--- src/rtl/planificador_acciones_pkg.sv ---
// Shared action ids, FSM encoding and round-robin helper for the action scheduler
// and the needs datapath that consumes its offers.
package planificador_acciones_pkg;

    localparam logic [2:0] ACC_TICK        = 3'd0;
    localparam logic [2:0] ACC_REGAR       = 3'd1;
    localparam logic [2:0] ACC_ABONAR      = 3'd2;
    localparam logic [2:0] ACC_PODAR       = 3'd3;
    localparam logic [2:0] ACC_REPOSAR     = 3'd4;
    localparam logic [2:0] ACC_INTERACCION = 3'd5;

    localparam logic [1:0] ST_IDLE  = 2'd0;
    localparam logic [1:0] ST_ARB   = 2'd1;
    localparam logic [1:0] ST_OFFER = 2'd2;

    // First pending id at or after ptr, wrapping 5 -> 1; ptr is always in 1..5.
    function automatic logic [2:0] rr_pick(input logic [5:1] pend, input logic [2:0] ptr);
        logic [7:0] p;
        logic [3:0] c;
        logic       found;
        p       = {2'b00, pend, 1'b0};
        rr_pick = ACC_REGAR;
        found   = 1'b0;
        for (int k = 0; k < 5; k++) begin
            c = {1'b0, ptr} + 4'(k);
            if (c > 4'd5) c = c - 4'd5;
            if (!found && p[c[2:0]]) begin
                rr_pick = c[2:0];
                found   = 1'b1;
            end
        end
    endfunction

endpackage

--- src/rtl/planificador_acciones_detector_flanco.sv ---
// Rising-edge detector: combinational pulse while level is high and its registered copy low.
// Reset loads the current level so an input already held high does not fire.
module detector_flanco (
    input  logic clk,
    input  logic reset,
    input  logic level,
    output logic flanco
);

    logic prev;

    always_ff @(posedge clk) begin
        if (reset) prev <= level;
        else       prev <= level;
    end

    assign flanco = level & ~prev;

endmodule

--- src/rtl/planificador_acciones.sv ---
// Action scheduler: edge-captured requests arbitrated (tick first, then round-robin) and offered
// on valid/ready; edge at n -> valid at n+3 when idle; offer holds until accion_ready, edges still captured.
module planificador_acciones #(
    parameter int COOLDOWN_S = 2,
    parameter int TICK_MAX   = 3
) (
    input  logic       clk,
    input  logic       reset,
    input  logic       passsecond,
    input  logic       botonregar,
    input  logic       botonabonar,
    input  logic       botonpodar,
    input  logic       botonreposar,
    input  logic       interaccion,
    input  logic       accion_ready,
    output logic       accion_valid,
    output logic [2:0] accion_id,
    output logic       rechazo,
    output logic       ocupado
);

    import planificador_acciones_pkg::*;

    localparam int             CDW      = (COOLDOWN_S < 1) ? 1 : $clog2(COOLDOWN_S + 1);
    localparam logic [CDW-1:0] CD_LOAD  = CDW'(COOLDOWN_S);
    localparam logic [1:0]     TICK_SAT = 2'(TICK_MAX);

    logic [5:0]     src;
    logic [5:0]     flanco;
    logic [1:0]     state;
    logic [5:1]     pend;
    logic [1:0]     tick_cnt;
    logic [CDW-1:0] cd [1:4];
    logic [2:0]     rr_ptr;

    logic           accept;
    logic           acc_tick;
    logic [5:1]     clr;
    logic [5:1]     in_cd;
    logic [5:1]     drop;
    logic [5:1]     merge;
    logic [5:1]     set_p;
    logic           rej;
    logic [2:0]     winner;

    assign src = {interaccion, botonreposar, botonpodar, botonabonar, botonregar, passsecond};

    for (genvar g = 0; g < 6; g++) begin : g_det
        detector_flanco u_det (
            .clk    (clk),
            .reset  (reset),
            .level  (src[g]),
            .flanco (flanco[g])
        );
    end

    // Cooldown is judged on the pre-load value, so a re-press in the accept cycle is allowed.
    always_comb begin
        accept   = (state == ST_OFFER) && accion_ready;
        acc_tick = accept && (accion_id == ACC_TICK);
        clr      = '0;
        in_cd    = '0;
        drop     = '0;
        merge    = '0;
        set_p    = '0;
        for (int i = 1; i <= 5; i++) begin
            clr[i]   = accept && (accion_id == 3'(i));
            if (i <= 4) in_cd[i] = (cd[i] != '0);
            drop[i]  = flanco[i] && in_cd[i];
            set_p[i] = flanco[i] && !in_cd[i];
            merge[i] = set_p[i] && pend[i] && !clr[i];
        end
        rej    = |(drop[4:1] | merge[4:1]);
        winner = (tick_cnt != 2'd0) ? ACC_TICK : rr_pick(pend, rr_ptr);
    end

    always_ff @(posedge clk) begin
        if (reset) begin
            state     <= ST_IDLE;
            pend      <= '0;
            tick_cnt  <= 2'd0;
            rr_ptr    <= ACC_REGAR;
            accion_id <= ACC_TICK;
            rechazo   <= 1'b0;
            for (int i = 1; i <= 4; i++) cd[i] <= '0;
        end else begin
            rechazo <= rej;
            pend    <= (pend & ~clr) | set_p;

            if (acc_tick && !flanco[0])
                tick_cnt <= tick_cnt - 2'd1;
            else if (!acc_tick && flanco[0] && tick_cnt != TICK_SAT)
                tick_cnt <= tick_cnt + 2'd1;

            for (int i = 1; i <= 4; i++) begin
                if (clr[i])
                    cd[i] <= CD_LOAD;
                else if (flanco[0] && cd[i] != '0)
                    cd[i] <= cd[i] - 1'b1;
            end

            case (state)
                ST_IDLE: if (|pend || tick_cnt != 2'd0) state <= ST_ARB;
                ST_ARB: begin
                    accion_id <= winner;
                    state     <= ST_OFFER;
                end
                ST_OFFER: if (accion_ready) begin
                    state <= ST_IDLE;
                    if (accion_id != ACC_TICK)
                        rr_ptr <= (accion_id == ACC_INTERACCION) ? ACC_REGAR : accion_id + 3'd1;
                end
                default: state <= ST_IDLE;
            endcase
        end
    end

    assign accion_valid = (state == ST_OFFER);
    assign ocupado      = (state != ST_IDLE);

endmodule

--- config.mk ---
export PLATFORM = sky130hd
export DESIGN_NAME = planificador_acciones
export DESIGN_NICKNAME = d
export VERILOG_FILES = /design/src/rtl/planificador_acciones_pkg.sv /design/src/rtl/planificador_acciones_detector_flanco.sv /design/src/rtl/planificador_acciones.sv
export SDC_FILE = /design/constraint.sdc
export NUM_CORES = 1
export LEC_CHECK = 0
export BUFFER_PORTS_ARGS = -buffer_cell sky130_fd_sc_hd__buf_2
export CAP_MARGIN = 20
export CORE_ASPECT_RATIO = 1.2
export CORE_MARGIN = 4
export CORE_UTILIZATION = 62
export DETAILED_ROUTE_END_ITERATION = 7
export PLACE_DENSITY = 0.81
export REMOVE_ABC_BUFFERS = 1
export SLEW_MARGIN = 20
export SYNTH_ARGS = -nofsm -noshare
export SYNTH_HDL_FRONTEND = slang
export SYNTH_SLANG_ARGS = --single-unit
--- constraint.sdc ---
create_clock -name clk -period 5.1 [get_ports clk]
set_clock_uncertainty 0.15 [all_clocks]
set_input_delay 0.255 -clock clk [delete_from_list [all_inputs] [get_ports clk]]
set_output_delay 0.255 -clock clk [all_outputs]
set_load 0.1 [all_outputs]
==> impl_results.rst, run 1 <==
.. list-table::
   :header-rows: 1

   * - Metric
     - Value
   * - Number of buffers inserted by port buffering
     - 14
   * - Setup repair after global routing missed its margin
     - no
   * - Total power per unit cell area
     - ~220 nW/um2
   * - Floorplan Core Area
     - between 3000 and 4000 um2
   * - Post-Synthesis Mean Instance Area
     - between 7 and 8 um2
   * - Cell area after placement
     - around 2600 um2
   * - DRC
     - 0
   * - Die area
     - 5180 um2
   * - Capture point of the critical path
     - accion_id[1]
   * - Placer's final routability congestion estimate
     - roughly 0.96
   * - Simple-gate share of the synthesized area
     - around 25%
   * - I/O Pins
     - 15
   * - Main combinational cell family by area after synthesis
     - compound AO/OA/AOI/OAI gates
   * - Slack of the worst reg-to-reg path
     - 1.62 ns
   * - Multiplexer share of the synthesized area
     - 2.81%
   * - Cell type contributing the most total cell area after synthesis
     - sky130_fd_sc_hd__dfxtp_1
   * - Post-layout nets
     - about 350
   * - Die extent in y
     - ~80 um
   * - Grt total ovfl
     - 0
   * - Cell with the most instances after synthesis
     - sky130_fd_sc_hd__a21oi_1
   * - Fraction of layout cells with a size suffix above 1
     - a little over a tenth
   * - Compound-gate portion of the synthesized area
     - between 20% and 30%
   * - Clock tree root driver cell
     - sky130_fd_sc_hd__clkbuf_8
   * - Endpoint of the worst-slack reg-to-reg timing path
     - accion_id[1]
   * - DRT antenna net count
     - 0
   * - Arrival time worst endpoint
     - between 3 and 4 ns
   * - Mapped cell area
     - between 2000 and 3000 um2
   * - Hold buffer count at CTS
     - 6
   * - Ys flop type
     - sky130_fd_sc_hd__dfxtp_1
   * - First-pass iteration count of the detailed router
     - 7
   * - Peak fanout along the critical path
     - 16
   * - Maximum clock insertion buffer count
     - 2
   * - Worst R2R Start
     - rr_ptr[1]
   * - Die outline width
     - ~66 um
   * - Leakage power summed over all cells
     - 1.07 nW
   * - Final WL
     - 6.72 mm
   * - Site row count
     - 25
   * - Number of enable flip-flop cells after synthesis
     - 8
   * - Routed len/inst
     - 17.6 um
   * - Deepest level of the CTS H-tree
     - 2
   * - TritonCTS clock tree
     - done
   * - Transition time at the pin with the least slew margin
     - ~0.63 ns
   * - Final Slew Violations
     - 0
   * - Post-detailed-placement half-perimeter wirelength
     - 4.63 mm
   * - Sequential cell area fraction in the yosys report
     - a little over a quarter
   * - Latest clock arrival within the worst-skew pair
     - 0.27 ns
   * - TritonCTS buffer count
     - 5
   * - Leading post-synthesis cells by instance count
     - sky130_fd_sc_hd__a21oi_1, sky130_fd_sc_hd__nand2_1, sky130_fd_sc_hd__dfxtp_1, sky130_fd_sc_hd__nor2_1, sky130_fd_sc_hd__inv_1
   * - Outcome
     - complete, no violations
   * - Post-synthesis share of cell area spent on full adders, half adders and majority gates
     - roughly 7%
   * - Reg2Reg Depth
     - 10
   * - Startpoint type of the worst setup path
     - flop
   * - Number of global-route vias before repair
     - about 2300
   * - VDD IR max
     - approximately 0.18 mV
   * - Effective utilization at floorplan
     - 64.3%
   * - Number of hold violations in the final report
     - 0
   * - Register bit count reported by yosys
     - 30
   * - Crit. Startpoint
     - rr_ptr[1]
   * - Via-to-Cell Ratio
     - roughly 6.7
   * - Class of the most critical hold timing path
     - in2reg
   * - Synthesis warning total
     - 0
   * - Global-route wire length before repair
     - 10.9 mm
   * - Maximum number of pins on one net before global-route repair
     - 35
   * - Type of the setup path with the least slack
     - reg2reg
   * - Setup TNS Final
     - 0 ns
   * - Sinks on the clock net
     - 30
   * - Synth area leaders
     - sky130_fd_sc_hd__dfxtp_1, sky130_fd_sc_hd__edfxtp_1, sky130_fd_sc_hd__a21oi_1
   * - Post-CTS Setup Inserts
     - 0
   * - Area added between synthesis and finish
     - 7.90%
   * - Count of max-cap constraint violations
     - 0
   * - Global router's overall resource usage
     - a little over a quarter
   * - Number of antenna diodes
     - 0
   * - Xor and xnor fraction of the mapped netlist area
     - roughly 2.3%
   * - Cells resized by post-CTS repair
     - 0
   * - Total number of vias
     - between 2000 and 3000
   * - Async set-or-reset flop fraction in the synthesized netlist
     - 0%
   * - Endpoint kind of the worst setup timing path
     - flop
   * - Fraction of post-synthesis cell area in the top cell type by area
     - between 10% and 20%
   * - Period Utilization, post-route
     - 68.2%
   * - Final setup violation count
     - 0
   * - Clock input transition at the sequential cells of the worst setup and hold paths
     - 0.06 ns
   * - Worst slew margin relative to its limit
     - 58.3%
   * - Initial antenna violation count
     - 0
   * - Starting DRT DRC Count
     - 236
   * - Cell variety after synth
     - 66
   * - Final design instance area without fill
     - about 2700 um2
   * - Max frequency
     - around 290 MHz
   * - Data required, critical path
     - roughly 5.1 ns
   * - Final period demand of the worst path
     - 3.48 ns
   * - Number of standard cells after synthesis
     - between 300 and 400
-- registers in the layout, summed over array words and instances (netlist names) --
name and count:
cd 8, g_det.u_det.prev 6, pend 5, accion_id 3
rr_ptr 3, state 2, tick_cnt 2, rechazo 1
-- logic make-up after synthesis --
kind of cell,after synthesis
AOI/OAI and AO/OA,108
muxes,7
and+or+nand+nor,116
adders and majority gates,14
xor gates and xnor gates,5
DFF,30
buffers and inverters,39
-- worst min-delay path by stage --
| stage | start | endpoint | slack (ns) | cells past startpoint |
|---|---|---|---|---|
| floorplan | passsecond | g_det[0].u_det.prev | 0.13 | 0 |
| global placement | interaccion | g_det[5].u_det.prev | 0.22 | 1 |
| detailed placement | interaccion | g_det[5].u_det.prev | 0.22 | 1 |
| CTS | accion_ready | state[1] | 0.14 | 3 |
| global route | accion_ready | state[1] | 0.16 | 3 |
| finish | accion_ready | state[1] | 0.14 | 3 |
-- cell type report --
class                      count  area, um2
timing repair buffer          22        145
tap                           54       67.6
clock buffer                   7       76.3
fill                         343       1210
multi-input combinational    250       1690
inverter                      19       71.3
sequential                    30        681
-- through the flow --
stage	util, %	setup slack (ns)	power [mW]	instances	hold slack, ns
after floorplan	-	1.78	0.392	299	0.133
after global placement	65.9	1.85	0.424	369	0.221
after detailed placement	65.9	1.73	0.427	369	0.224
after CTS	69.4	1.73	0.602	382	0.138
after global routing	69.4	1.34	0.628	382	0.158
final	69.4	1.62	0.603	382	0.141
-- layer usage --
metal | routed length [um] | GRT usage, % | vias up | share of wire (%)
li1 | - | - | 1209 | -
met3 | 436 | 4.15 | 28 | 6.5
met5 | 0 | 0 | - | 0
met2 | 3280 | 45.1 | 132 | 49
met1 | 2780 | 33.2 | 1188 | 41
met4 | 220 | 9.96 | 0 | 3.3
-- power breakdown --
part	total (mW)	leakage, nW	switching (mW)	internal, mW
registers	0.283	0.266	0.0221	0.261
clock network	0.172	0.0383	0.0788	0.0936
logic	0.147	0.766	0.101	0.0462
-- cells in the final DEF, fill, tap and decap left out, drive strengths merged, types with 9 or more instances in the layout --
cell type / instances
buf: 16
a21oi: 38
o211ai: 9
inv: 19
nand2b: 15
nor2: 19
nand2: 26
ha: 14
dfxtp: 22
o21ai: 14
-- worst max-delay path, cell delays in order (launching register included) --
cell,delay (ns)
sky130_fd_sc_hd__dfxtp_1,0.60
sky130_fd_sc_hd__inv_1,0.25
sky130_fd_sc_hd__ha_1,0.67
sky130_fd_sc_hd__inv_1,0.29
sky130_fd_sc_hd__o211ai_1,0.18
sky130_fd_sc_hd__o2111ai_1,0.21
sky130_fd_sc_hd__a22o_1,0.32
sky130_fd_sc_hd__o21ai_0,0.09
sky130_fd_sc_hd__nand3b_1,0.20
sky130_fd_sc_hd__a21oi_1,0.07
sky130_fd_sc_hd__o32a_1,0.33
No activity file was read; power rests on OpenSTA's default activity.
==> inputs of run 2 (changes only) <==
--- a/config.mk
+++ b/config.mk
@@ -5,13 +5,14 @@
 export SDC_FILE = /design/constraint.sdc
 export NUM_CORES = 1
 export LEC_CHECK = 0
+export ABC_AREA = 1
 export BUFFER_PORTS_ARGS = -buffer_cell sky130_fd_sc_hd__buf_2
 export CAP_MARGIN = 20
 export CORE_ASPECT_RATIO = 1.2
 export CORE_MARGIN = 4
-export CORE_UTILIZATION = 62
+export CORE_UTILIZATION = 55
 export DETAILED_ROUTE_END_ITERATION = 7
-export PLACE_DENSITY = 0.81
+export PLACE_DENSITY = 0.76
 export REMOVE_ABC_BUFFERS = 1
 export SLEW_MARGIN = 20
 export SYNTH_ARGS = -nofsm -noshare
==> constraint.sdc (replaced) <==
create_clock -name clk -period 3.1 [get_ports clk]
set_clock_uncertainty 0.15 [all_clocks]
set_input_delay 0.155 -clock clk [delete_from_list [all_inputs] [get_ports clk]]
set_output_delay 0.155 -clock clk [all_outputs]
set_load 0.1 [all_outputs]
==> impl_results.rst, run 2 <==
.. list-table::
   :header-rows: 1

   * - Metric
     - Value
   * - Cells resized by post-CTS repair
     - 0 (unchanged)
   * - Startpoint type of the worst setup path
     - flop
   * - Sequential cell area fraction in the yosys report
     - 28.2% (+1.4 points)
   * - Register bit count reported by yosys
     - 30 (unchanged)
   * - Clock input transition at the sequential cells of the worst setup and hold paths
     - 0.06 ns (about the same)
   * - Hold slack
     - 0.00803 ns (-0.133 ns)
   * - Initial antenna violation count
     - 0 (unchanged)
   * - Starting DRT DRC Count
     - 158 (-33%)
   * - Worst slack after detailed placement
     - 0.529 ns (-1.20 ns)
   * - Final setup violation count
     - 0 (unchanged)
   * - Cell area after placement
     - 2530 um2 (-2.7%)
   * - Leading post-synthesis cells by instance count
     - sky130_fd_sc_hd__nand2_1, sky130_fd_sc_hd__inv_1, sky130_fd_sc_hd__nand3_1, sky130_fd_sc_hd__nor2_1, sky130_fd_sc_hd__dfxtp_1
   * - Latest clock arrival within the worst-skew pair
     - 0.27 ns (about the same)
   * - Xor and xnor fraction of the mapped netlist area
     - 1.09% (-1.2 points)
   * - Final WL
     - 5.64 mm (-16%)
   * - Number of global-route vias before repair
     - 2416 (+5.1%)
   * - Setup repair after global routing missed its margin
     - no
   * - Effective utilization at floorplan
     - 56.5% (-7.8 points)
   * - Outcome
     - complete, no violations
   * - Floorplan Core Area
     - 4260 um2 (+8.1%)
   * - Multiplexer share of the synthesized area
     - 0% (-2.8 points)
   * - Data required, critical path
     - 3.10 ns (-2.01 ns)
   * - Via-to-Cell Ratio
     - 5.30 (-21%)
   * - Final period demand of the worst path
     - 2.64 ns (-0.840 ns)
   * - Period Utilization, post-route
     - 85.1% (+17 points)
   * - Arrival time worst endpoint
     - 2.63 ns (-0.85 ns)
   * - Global-route wire length before repair
     - 9.89 mm (-9.1%)
   * - DRC
     - 0 (unchanged)
   * - Placer's final routability congestion estimate
     - 0.860 (-11%)
   * - Routed len/inst
     - 12.4 um (-30%)
   * - Number of antenna diodes
     - 0 (unchanged)
   * - Site row count
     - 26 (+4.0%)
   * - Count of max-cap constraint violations
     - 0 (unchanged)
   * - Compound-gate portion of the synthesized area
     - 10.1% (-20 points)
   * - Commonest non-fill, non-tap cell in the layout
     - sky130_fd_sc_hd__nand2_1
   * - Setup slack after layout
     - 0.463 ns (-1.16 ns)
   * - Post-Synthesis Mean Instance Area
     - 6.46 um2 (-19%)
   * - Maximum number of pins on one net before global-route repair
     - 23 (-34%)
   * - Area added between synthesis and finish
     - 12.9%
   * - Ys flop type
     - sky130_fd_sc_hd__dfxtp_1
   * - Total number of vias
     - 2410 (-5.7%)
   * - Fraction of post-synthesis cell area in the top cell type by area
     - 18.3% (+0.90 points)
   * - Cell with the most instances after synthesis
     - sky130_fd_sc_hd__nand2_1
   * - Cell variety after synth
     - 35 (-47%)
   * - Post-detailed-placement half-perimeter wirelength
     - 4.33 mm (-6.6%)
   * - Die outline width
     - 68.4 um (+3.1%)
   * - Number of buffers inserted by port buffering
     - 14 (unchanged)
   * - TritonCTS buffer count
     - 5 (unchanged)
   * - Number of enable flip-flop cells after synthesis
     - 8 (unchanged)
   * - Die area
     - 5510 um2 (+6.4%)
   * - Endpoint kind of the worst setup timing path
     - flop
   * - First-pass iteration count of the detailed router
     - 5 (-2)
   * - Max frequency
     - 379 MHz (+32%)
   * - Maximum clock insertion buffer count
     - 2 (unchanged)
   * - TritonCTS clock tree
     - done
   * - Deepest level of the CTS H-tree
     - 2 (unchanged)
   * - Sinks on the clock net
     - 30 (unchanged)
   * - Main combinational cell family by area after synthesis
     - simple AND/OR/NAND/NOR gates
   * - Die extent in y
     - 80.5 um (+3.2%)
   * - Global router's overall resource usage
     - 23.1% (-3.5 points)
   * - Mapped cell area
     - 2410 um2 (-4.9%)
   * - Max reg flops
     - 8 (unchanged)
   * - Total power per unit cell area
     - 461 nW/um2 (+110%)
   * - Cell type contributing the most total cell area after synthesis
     - sky130_fd_sc_hd__dfxtp_1
   * - Number of standard cells after synthesis
     - 373 (+17%)
   * - Type of the setup path with the least slack
     - reg2reg
   * - Setup TNS Final
     - 0 ns (unchanged)
   * - Synthesis warning total
     - 0 (unchanged)
   * - Largest registers in the final layout
     - cd x8, g_det.u_det.prev x6, pend x5
   * - Peak fanout along the critical path
     - 9 (-7)
   * - Number of hold violations in the final report
     - 0 (unchanged)
   * - Highest-count cells in the layout ignoring fill and taps
     - sky130_fd_sc_hd__nand2_1, sky130_fd_sc_hd__inv_1, sky130_fd_sc_hd__nand3_1
   * - Final Slew Violations
     - 0 (unchanged)
   * - Transition time at the pin with the least slew margin
     - 0.489 ns (-0.136 ns)
   * - Fraction of layout cells with a size suffix above 1
     - 13.8% (+2.8 points)
   * - Post-synthesis share of cell area spent on full adders, half adders and majority gates
     - 7.27% (+0.36 points)
   * - Post-layout nets
     - 421 (+20%)
   * - VDD IR max
     - 0.425 mV (+130%)
   * - Class of the most critical hold timing path
     - in2reg
   * - Final design instance area without fill
     - 2720 um2 (-0.55%)
   * - I/O Pins
     - 15 (unchanged)
   * - Synth area leaders
     - sky130_fd_sc_hd__dfxtp_1, sky130_fd_sc_hd__nand2_1, sky130_fd_sc_hd__inv_1
   * - Async set-or-reset flop fraction in the synthesized netlist
     - 0% (unchanged)
   * - Worst slew margin relative to its limit
     - 67.6% (+9.3 points)
   * - Final core utilization
     - 63.8% (-5.6 points)
   * - Clock tree root driver cell
     - sky130_fd_sc_hd__clkbuf_8
   * - Fill cell count
     - 421 (+23%)
   * - Grt total ovfl
     - 0 (unchanged)
   * - Leakage power summed over all cells
     - 1.35 nW (+26%)
   * - DRT antenna net count
     - 0 (unchanged)
   * - Simple-gate share of the synthesized area
     - 40.6% (+15 points)
   * - Most flops, register
     - cd
## run 2: kinds of logic (layout without fill, tap and decap cells)
logic type                 after synthesis  count (layout)
xor gates and xnor gates                 3               3
and+or+nand+nor                        209             209
adders and majority gates               14              14
buffers and inverters                   76             102
AOI/OAI and AO/OA                       41              41
DFF                                     30              30
## run 2: final timing paths
path / cells after the start / endpoint / slack, ns / from
worst min register to register: 2 / tick_cnt[1] / 0.35 / tick_cnt[1]
worst min-delay path: 4 / state[1] / 0.008 / accion_ready
worst max register to register: 17 / accion_id[2] / 0.46 / rr_ptr[2]
worst max-delay path: 17 / accion_id[2] / 0.46 / rr_ptr[2]
## run 2: repair_timing
action                                  4_1_cts  5_1_grt
hold endpoints to repair                      6        0
setup buffers                                 0        0
hold buffers                                  6        0
endpoints found under the setup margin        0        0
## run 2: power by group
| group | switching (mW) | internal, mW |
|---|---|---|
| registers | 0.0258 | 0.430 |
| clock network | 0.142 | 0.318 |
| logic | 0.239 | 0.0979 |
| total | 0.406 | 0.846 |
## run 2: per-stage QoR
stage | std cells | total power [mW]
6_report | 455 | 1.25
3_5_place_dp | 441 | 0.790
4_1_cts | 455 | 1.26
5_1_grt | 455 | 1.32
3_3_place_gp | 441 | 0.784
2_1_floorplan | 369 | 0.724
## run 2: cell type report
| cell class | instances | area (um2) | share of cell area, % |
|---|---|---|---|
| multi-input cells | 267 | 1420 | 52.3 |
| flip-flops and latches | 30 | 681 | 25.0 |
| inverters | 72 | 270 | 9.94 |
| repair buffers | 22 | 145 | 5.34 |
| well taps | 56 | 70.1 | 2.58 |
| clock buffers | 5 | 68.8 | 2.53 |
| clock inverters | 3 | 63.8 | 2.35 |
## run 2: critical path: stages (launching register included)
cell,delay [ns]
sky130_fd_sc_hd__dfxtp_1,0.54
sky130_fd_sc_hd__inv_2,0.13
sky130_fd_sc_hd__ha_1,0.35
sky130_fd_sc_hd__nand2_1,0.07
sky130_fd_sc_hd__nand2_1,0.12
sky130_fd_sc_hd__nand2_2,0.08
sky130_fd_sc_hd__nand2_1,0.07
sky130_fd_sc_hd__nand2_2,0.08
sky130_fd_sc_hd__nand2_1,0.06
sky130_fd_sc_hd__nand2_1,0.05
sky130_fd_sc_hd__nand2_1,0.08
sky130_fd_sc_hd__nand2_1,0.06
sky130_fd_sc_hd__nor2_2,0.22
sky130_fd_sc_hd__nor2_8,0.08
sky130_fd_sc_hd__nand3_1,0.13
sky130_fd_sc_hd__nand3_1,0.09
sky130_fd_sc_hd__nand2_1,0.09
sky130_fd_sc_hd__a21oi_2,0.05
## run 2: layer usage
metal,vias to the layer above,global-route usage [%],routed length [um]
met3,12,3.08,278
li1,1249,-,-
met2,58,41.6,2870
met1,1091,26.5,2370
met4,0,8.95,115
met5,-,0,0
